--- src/rtl/alu_seq.sv ---
// -----------------------------------------------------------------------------
// alu_seq
// Execute-stage ALU with registered result. Every operation except MUL
// completes with a latency of one cycle. MUL uses an iterative shift-add
// multiplier that takes 32 cycles and raises busy_o while it runs.
//
// Build option:
//   ALU_FAST_MUL_EN  when defined, MUL is a one-cycle registered multiply,
//                    the MUL state is never entered and busy_o stays 0.
//
// Ports:
//   clk_i      clock, all state updates on the rising edge
//   rst_i      synchronous active-low reset
//   valid_i    operation request, only looked at while busy_o=0
//   flush_i    abort any pending or requested operation
//   ALUCtrl_i  4-bit operation code from the ALU control decoder
//   data1_i    operand A
//   data2_i    operand B
//   data_o     registered result
//   zero_o     registered (result == 0) flag, updated together with data_o
//   done_o     one-cycle pulse marking a new data_o/zero_o
//   busy_o     multiplier iterating, upstream must stall
//
// State    | meaning
// ---------+------------------------------------------------------------
// S_IDLE   | accepting requests; single-cycle ops retire here
// S_MUL    | shift-add multiply in progress, one bit of B per cycle
// -----------------------------------------------------------------------------
module alu_seq (
    input  logic        clk_i,
    input  logic        rst_i,
    input  logic        valid_i,
    input  logic        flush_i,
    input  logic [3:0]  ALUCtrl_i,
    input  logic [31:0] data1_i,
    input  logic [31:0] data2_i,
    output logic [31:0] data_o,
    output logic        zero_o,
    output logic        done_o,
    output logic        busy_o
);

    localparam logic [3:0] OP_AND  = 4'd0;
    localparam logic [3:0] OP_XOR  = 4'd1;
    localparam logic [3:0] OP_SLL  = 4'd2;
    localparam logic [3:0] OP_ADD  = 4'd3;
    localparam logic [3:0] OP_SUB  = 4'd4;
    localparam logic [3:0] OP_MUL  = 4'd5;
    localparam logic [3:0] OP_ADDI = 4'd6;
    localparam logic [3:0] OP_SRAI = 4'd7;
    localparam logic [3:0] OP_LW   = 4'd8;
    localparam logic [3:0] OP_SW   = 4'd9;
    localparam logic [3:0] OP_BEQ  = 4'd10;

    typedef enum logic {
        S_IDLE = 1'b0,
        S_MUL  = 1'b1
    } state_t;

    state_t      state_q;
    logic [31:0] data_q;
    logic        zero_q;
    logic        done_q;
    logic        busy_q;
    logic [31:0] alu_res_d;

    // Result of the single-cycle datapath for the op currently presented.
    always_comb begin
        alu_res_d = '0;
        case (ALUCtrl_i)
            OP_AND:                alu_res_d = data1_i & data2_i;
            OP_XOR:                alu_res_d = data1_i ^ data2_i;
            OP_SLL:                alu_res_d = data1_i << data2_i[4:0];
            OP_ADD, OP_ADDI,
            OP_LW, OP_SW:          alu_res_d = data1_i + data2_i;
            OP_SUB, OP_BEQ:        alu_res_d = data1_i - data2_i;
            OP_SRAI:               alu_res_d = $signed(data1_i) >>> data2_i[4:0];
`ifdef ALU_FAST_MUL_EN
            OP_MUL:                alu_res_d = data1_i * data2_i;
`endif
            default:               alu_res_d = '0;
        endcase
    end

`ifdef ALU_FAST_MUL_EN

    always_ff @(posedge clk_i) begin
        if (!rst_i) begin
            state_q <= S_IDLE;
            data_q  <= '0;
            zero_q  <= 1'b0;
            done_q  <= 1'b0;
            busy_q  <= 1'b0;
        end else begin
            done_q  <= 1'b0;
            busy_q  <= 1'b0;
            state_q <= S_IDLE;
            if (valid_i && !flush_i) begin
                data_q <= alu_res_d;
                zero_q <= (alu_res_d == 32'd0);
                done_q <= 1'b1;
            end
        end
    end

`else

    logic [31:0] mcand_q;
    logic [31:0] mplier_q;
    logic [31:0] acc_q;
    logic [4:0]  cnt_q;
    logic [31:0] acc_d;

    // Accumulator value after the current iteration; also the final product
    // on the last iteration, so the result is written straight from here.
    assign acc_d = mplier_q[0] ? (acc_q + mcand_q) : acc_q;

    always_ff @(posedge clk_i) begin
        if (!rst_i) begin
            state_q  <= S_IDLE;
            data_q   <= '0;
            zero_q   <= 1'b0;
            done_q   <= 1'b0;
            busy_q   <= 1'b0;
            mcand_q  <= '0;
            mplier_q <= '0;
            acc_q    <= '0;
            cnt_q    <= '0;
        end else begin
            done_q <= 1'b0;
            case (state_q)
                S_IDLE: begin
                    if (valid_i && !flush_i) begin
                        if (ALUCtrl_i == OP_MUL) begin
                            mcand_q  <= data1_i;
                            mplier_q <= data2_i;
                            acc_q    <= '0;
                            cnt_q    <= '0;
                            busy_q   <= 1'b1;
                            state_q  <= S_MUL;
                        end else begin
                            data_q <= alu_res_d;
                            zero_q <= (alu_res_d == 32'd0);
                            done_q <= 1'b1;
                        end
                    end
                end
                S_MUL: begin
                    if (flush_i) begin
                        busy_q  <= 1'b0;
                        cnt_q   <= '0;
                        state_q <= S_IDLE;
                    end else begin
                        acc_q    <= acc_d;
                        mcand_q  <= mcand_q << 1;
                        mplier_q <= mplier_q >> 1;
                        cnt_q    <= cnt_q + 5'd1;
                        if (cnt_q == 5'd31) begin
                            data_q  <= acc_d;
                            zero_q  <= (acc_d == 32'd0);
                            done_q  <= 1'b1;
                            busy_q  <= 1'b0;
                            state_q <= S_IDLE;
                        end
                    end
                end
                default: begin
                    busy_q  <= 1'b0;
                    state_q <= S_IDLE;
                end
            endcase
        end
    end

`endif

    assign data_o = data_q;
    assign zero_o = zero_q;
    assign done_o = done_q;
    assign busy_o = busy_q;

endmodule
--- config.mk ---
export PLATFORM = sky130hd
export DESIGN_NAME = alu_seq
export DESIGN_NICKNAME = d
export VERILOG_FILES = /design/src/rtl/alu_seq.sv
export SDC_FILE = /design/constraint.sdc
export NUM_CORES = 1
export LEC_CHECK = 0
export CAP_MARGIN = 25
export CORE_UTILIZATION = 50
export DETAILED_ROUTE_END_ITERATION = 7
export MAX_ROUTING_LAYER = met4
export PLACE_DENSITY = 0.78
export SYNTH_ARGS = -nofsm -noshare
export SYNTH_HDL_FRONTEND = slang
export SYNTH_SLANG_ARGS = --single-unit
--- constraint.sdc ---
create_clock -name clk_i -period 6.5 [get_ports clk_i]
set_clock_uncertainty 0.1 [all_clocks]
set_input_delay 1.3 -clock clk_i [delete_from_list [all_inputs] [get_ports clk_i]]
set_output_delay 1.3 -clock clk_i [all_outputs]
set_load 0.02 [all_outputs]
Yosys cells after proc, flatten, opt, wreduce, memory -nomap -nowiden
Cells that the tools add are included.
Widths: inputs -> output; s select.
- flip-flop bits (word level): 137
- output and inout port bits: 35
- word-level logic and storage cells: 89
- $add $sub $neg: 4
- equality and inequality tests: 17
- shift operators: 2
- mux-type cells: 43
- bitwise logic cells: 3
- reduce and logical (&&, ||, !) cells: 11
- operator list (operator ; count):
    $mux 32 ; 14
    $pmux 32 s2 ; 4
    $pmux 32 s6 ; 1
    $add 32x32->32 ; 2
    $logic_not 32->1 ; 2
    $and 32x32->32 ; 1
    $shl 32x5->32 ; 1
    $sshr 32x5->32 ; 1
    $sub 32x32->32 ; 1
    $xor 32x32->32 ; 1
    $eq 4x3->1 const B ; 4
    $mux 1 ; 16
    $mux 5 ; 3
    $eq 4x4->1 const B ; 3
    $pmux 5 s2 ; 1
    $eq 4x2->1 const B ; 2
    $ne 2x2->1 const B ; 4
    $pmux 1 s2 ; 4
    $reduce_and 3->1 ; 2
    $add 5x1->5 const B ; 1
    $eq 5x5->1 const B ; 1
    $eq 4x1->1 const B ; 1
    $logic_not 4->1 ; 1
    $reduce_and 4->1 ; 1
    other kinds (8) ; 8

Depth between registers and ports, before layout
- word-level depth: 7
- mapped depth: 25
- depth with buffers taken out: 22

Worst setup path before layout
OpenSTA, ideal clock, no wires.
- path kind: input-to-reg
- from: input data2_i[1]
- to: register zero_q, in the netlist zero_o
- arrival: 6.297 ns
- slack: 0.044 ns
- stages: 24
- path buffers: 3
- cell sequence: inv_2 buf_1 clkbuf_1 ha_1 nand2_1 nor3_1 nand2_1 or2_2 or3_1 o21ai_0 xor2_1 ha_1 clkbuf_1 nand2_1 o21ai_0 nand2b_1 a211oi_1 a2111oi_1 o211ai_1 or4_1 nor4_2 nand4_1 o21ai_1 a31o_1
- word-level cells in the longest chain between the ends: 6
- ends and longest elaborated chain (item ; RTL line ; RTL):
    start: declaration ; 36 ; input logic [31:0] data2_i,
    $sub 32x32->32, or another cell as far along ; 76 ; OP_SUB, OP_BEQ: alu_res_d = data1_i - data2_i;
    $pmux 32 s6 * ; 70 ; case (ALUCtrl_i)
    $logic_not 32->1 * ; 143 ; zero_q <= (alu_res_d == 32'd0);
    $mux 1 * ; 134 ; if (ALUCtrl_i == OP_MUL) begin
    $mux 1 * ; 133 ; if (valid_i && !flush_i) begin
    $pmux 1 s2 * ; 131 ; case (state_q)
    end signal: assignment ; 143 ;
    end signal: assignment ; 160 ; zero_q <= (acc_d == 32'd0);
    end: declaration ; 62 ; logic zero_q;
Mark *: on every way between the ends. The rest lies on a longest branch, timed or not. The select of a mux whose other input is x is not followed.
A chain may end at the register's enable or synchronous reset.

Worst setup path in the final report
- from: input data2_i[4]
- to: register zero_q, in the netlist zero_o
Same word-level chain as after synthesis.

==> out/results.ini <==
[detailed_routing]
met2_length_um=31400
firstDrtPassIters=5
met3WireLength_um=7310
met1Wirelength_um=30500
highest_layer=met4
postRouteAntennaNets=0
wl_per_cell_um=28.3
remaining_drc_errors=0
avgViaCountPerCell=6.83
wl_um=72400
dr.first_iter.drc_count=2215
vias=17500

[min_path]
hp-class=register to register
holdPathStages=2
hold_end=data_o[6]
min_from=data_o[6]

[timing]
period_share_pct=96.7
finalHoldViolCount=0
maxSlewHeadroom_pct=27.3
setup_viol=0
fmax_mhz=159
finalSetupTns_ns=0
maxSlewViolCount=0
period_needed_ns=6.28
worst_slew_pin_slew_ns=1.09
rsz0062_at_grt=no

[yosys]
yosys_warnings=0
ys_seq_area_share_pct=16.7
ys_ff_latch=137
synth_nets=2189
synth_cell_types=103
synthCells=2017
synth-edff-count=0
postSynth.asyncResetShare_pct=0
ys.flop_type=dfxtp_1
synth_area_sq_mm=0.0164
synth_area_per_cell_sq_um=8.15

[pwr]
p_total_mw=3.17
p_sw_mw=1.22
p_comb_share_pct=39.5
leakage_nw=8.13
power_density_mw_per_mm2=168
power_frac_seq_pct=27.6
swShare_pct=38.3
vdd_drop_max_v=0.000208
clockPowerShare_pct=33.0
internal-power_mw=1.96

[clock_network]
clkLatencyLatePin_ns=0.46
cts_buffer_depth=2
cts_root_buf=clkbuf_16
cts.sinks=137
cts_tree=built
clkTransAtPathRegs_ns=0.07
cts-htree-levels=4
cts_made_buffers=17

[die]
rows=66
ioPinCount=107
start_util_pct=50.6
die_w_um=183
die_y_um=183
dieArea_sq_mm=0.0336
core-area_sq_mm=0.0325

[final_layout]
finish.utilization_pct=58.2
syn2layout_area_growth_pct=15.0
nFillCells=2954
drive_gt1_share_pct=14.2
num-nets-final=2274

[flow_run]
timing.max_cap.violations=0

[place]
dp_hpwl_um=54400
port_buffers=106
gp_congestion=1.04

[setup_path]
crit_fanout=4
cp_data_required_time_ns=6.81
path_class=primary input to register
critPathArrivalTime_ns=6.59
critPathLaunchType=primary input
r2r_setup_slack_ns=2.32
r2r_end=zero_o
worstRegToRegCells=13
rr_startpoint=mcand_q[0]
endpoint_kind=register

[grt]
grt_usage_pct=44.1
grt_max_degree=105
grt_antenna_before_repair=2
grt_overflow=0
grt_first_pass_wirelength_um=106000
grt_pass1_vias=16100

[outcome]
status=finished clean

[through the flow]
step                std cells  hold WS [ns]  worst slack [ns]  cell area [sq um]
detailed placement       2525         0.359            -0.308              18200
CTS                      2556         0.368           0.00370              18800
floorplan                2017         0.368            0.0436              16400
global route             2558         0.392            0.0155              18900
global placement         2523         0.355            -0.175              18200
finish                   2559         0.365             0.215              18900
[flip-flops by register name (all words and copies together), names as in the netlist]
signal,cells
acc_q,32
busy_o,1
cnt_q,5
data_o,32
done_o,1
mcand_q,32
mplier_q,32
state_q,1
zero_o,1
[Yosys cell counts, drive strengths merged, types with 6 or more instances]
| library cell | instances | area [sq um] |
|---|---|---|
| mux2 | 34 | 383 |
| dfxtp | 137 | 2740 |
| o21ai | 97 | 485 |
| a21boi | 23 | 173 |
| nand4 | 22 | 138 |
| mux2i | 169 | 1690 |
| nand2b | 18 | 113 |
| a311oi | 7 | 61.3 |
| a211o | 10 | 87.6 |
| xnor2 | 45 | 394 |
| o22ai | 25 | 156 |
| a22oi | 24 | 180 |
| nor2b | 38 | 238 |
| a21o | 30 | 225 |
| buf | 56 | 379 |
| a221oi | 7 | 67.6 |
| o211ai | 51 | 383 |
| and3 | 7 | 43.8 |
| ha | 98 | 1230 |
| or3 | 17 | 106 |
| a211oi | 23 | 178 |
| a21oi | 117 | 586 |
| nand3 | 33 | 165 |
| o21a | 14 | 105 |
| inv | 35 | 131 |
| and2 | 37 | 231 |
| mux4 | 62 | 1430 |
| o211a | 62 | 621 |
| o221ai | 7 | 67.6 |
| nor4 | 9 | 68.8 |
| a31oi | 24 | 150 |
| and4 | 6 | 52.6 |
| nor2 | 142 | 533 |
| nand2 | 230 | 863 |
| xor2 | 27 | 236 |
| o31ai | 7 | 52.6 |
| clkbuf | 120 | 462 |
| a2111oi | 10 | 108 |
| or2 | 12 | 75.1 |
| nor3 | 26 | 130 |
[power groups by stage]
stage	Combinational, mW	Sequential [mW]	Clock (mW)
2_1_floorplan	0.705	0.903	0
3_3_place_gp	1.19	0.892	0
3_5_place_dp	1.20	0.893	0
4_1_cts	1.21	0.874	1.05
5_1_grt	1.31	0.876	1.08
6_report	1.25	0.874	1.05
[cell usage in the layout (no fill, tap or decap), types with 45 or more instances in the layout]
master,instances
a21oi_1,116
buf_4,137
clkdlybuf4s50_1,100
dfxtp_1,135
ha_1,98
mux2i_1,169
mux4_2,54
nand2_1,230
nor2_1,142
o211a_1,62
o211ai_1,51
o21ai_0,94
xnor2_1,45
[cell families after synthesis]
logic type / synth area share, %
flip-flops: 16.7
XOR/XNOR: 3.84
multiplexers: 21.3
AO/OA/AOI/OAI: 26.2
buffers and inverters: 6.02
adder cells (fa/ha/maj): 7.71
AND/OR/NAND/NOR: 18.2
[layout make-up]
type	count	area (sq um)	area share [%]
Clock inverter	13	155	0.821
Inverter	37	139	0.735
Timing Repair Buffer	243	2080	11.0
Clock buffer	18	450	2.38
Multi-Input combinational cell	1666	12800	67.5
Tap cell	442	553	2.93
Antenna cell	3	7.51	0.0397
Sequential cell	137	2750	14.5
[metal layers]
layer,up-vias,global-route usage [%]
met3,186,9.63
li1,7795,-
met2,999,65.4
met5,-,-
met1,8504,58.1
met4,0,17.5
[how the worst max path moves through the flow]
stage,start,to,slack (ns)
6_report,data2_i[4],zero_o,0.22
5_1_grt,data2_i[4],zero_o,0.02
4_1_cts,data2_i[4],zero_o,0.004
3_5_place_dp,data2_i[4],zero_o,-0.31
3_3_place_gp,data2_i[4],zero_o,-0.18
2_1_floorplan,data2_i[1],zero_o,0.04
[critical path: stages]
cell and delay, ns:
clkdlybuf4s50_1 0.41, or2_1 0.31, or4_1 0.49, nor3_2 0.16
nand2_1 0.08, or2_2 0.32, or3_1 0.34, o21ai_0 0.21
xor2_1 0.11, ha_1 0.36, nand2_1 0.09, o21ai_1 0.26
nand2b_1 0.16, a211oi_1 0.08, a2111oi_1 0.42, o211ai_1 0.21
or4_1 0.57, nor4_2 0.31, nand4_1 0.14, o21ai_1 0.14
a31o_1 0.11
[timing repair]
action                                  CTS  global route
gates resized for setup                   0             9
endpoints found under the setup margin    0             4
setup buffers                             0             0
hold buffers                              0             0
Note: power is estimated with default switching activity, not from simulation.
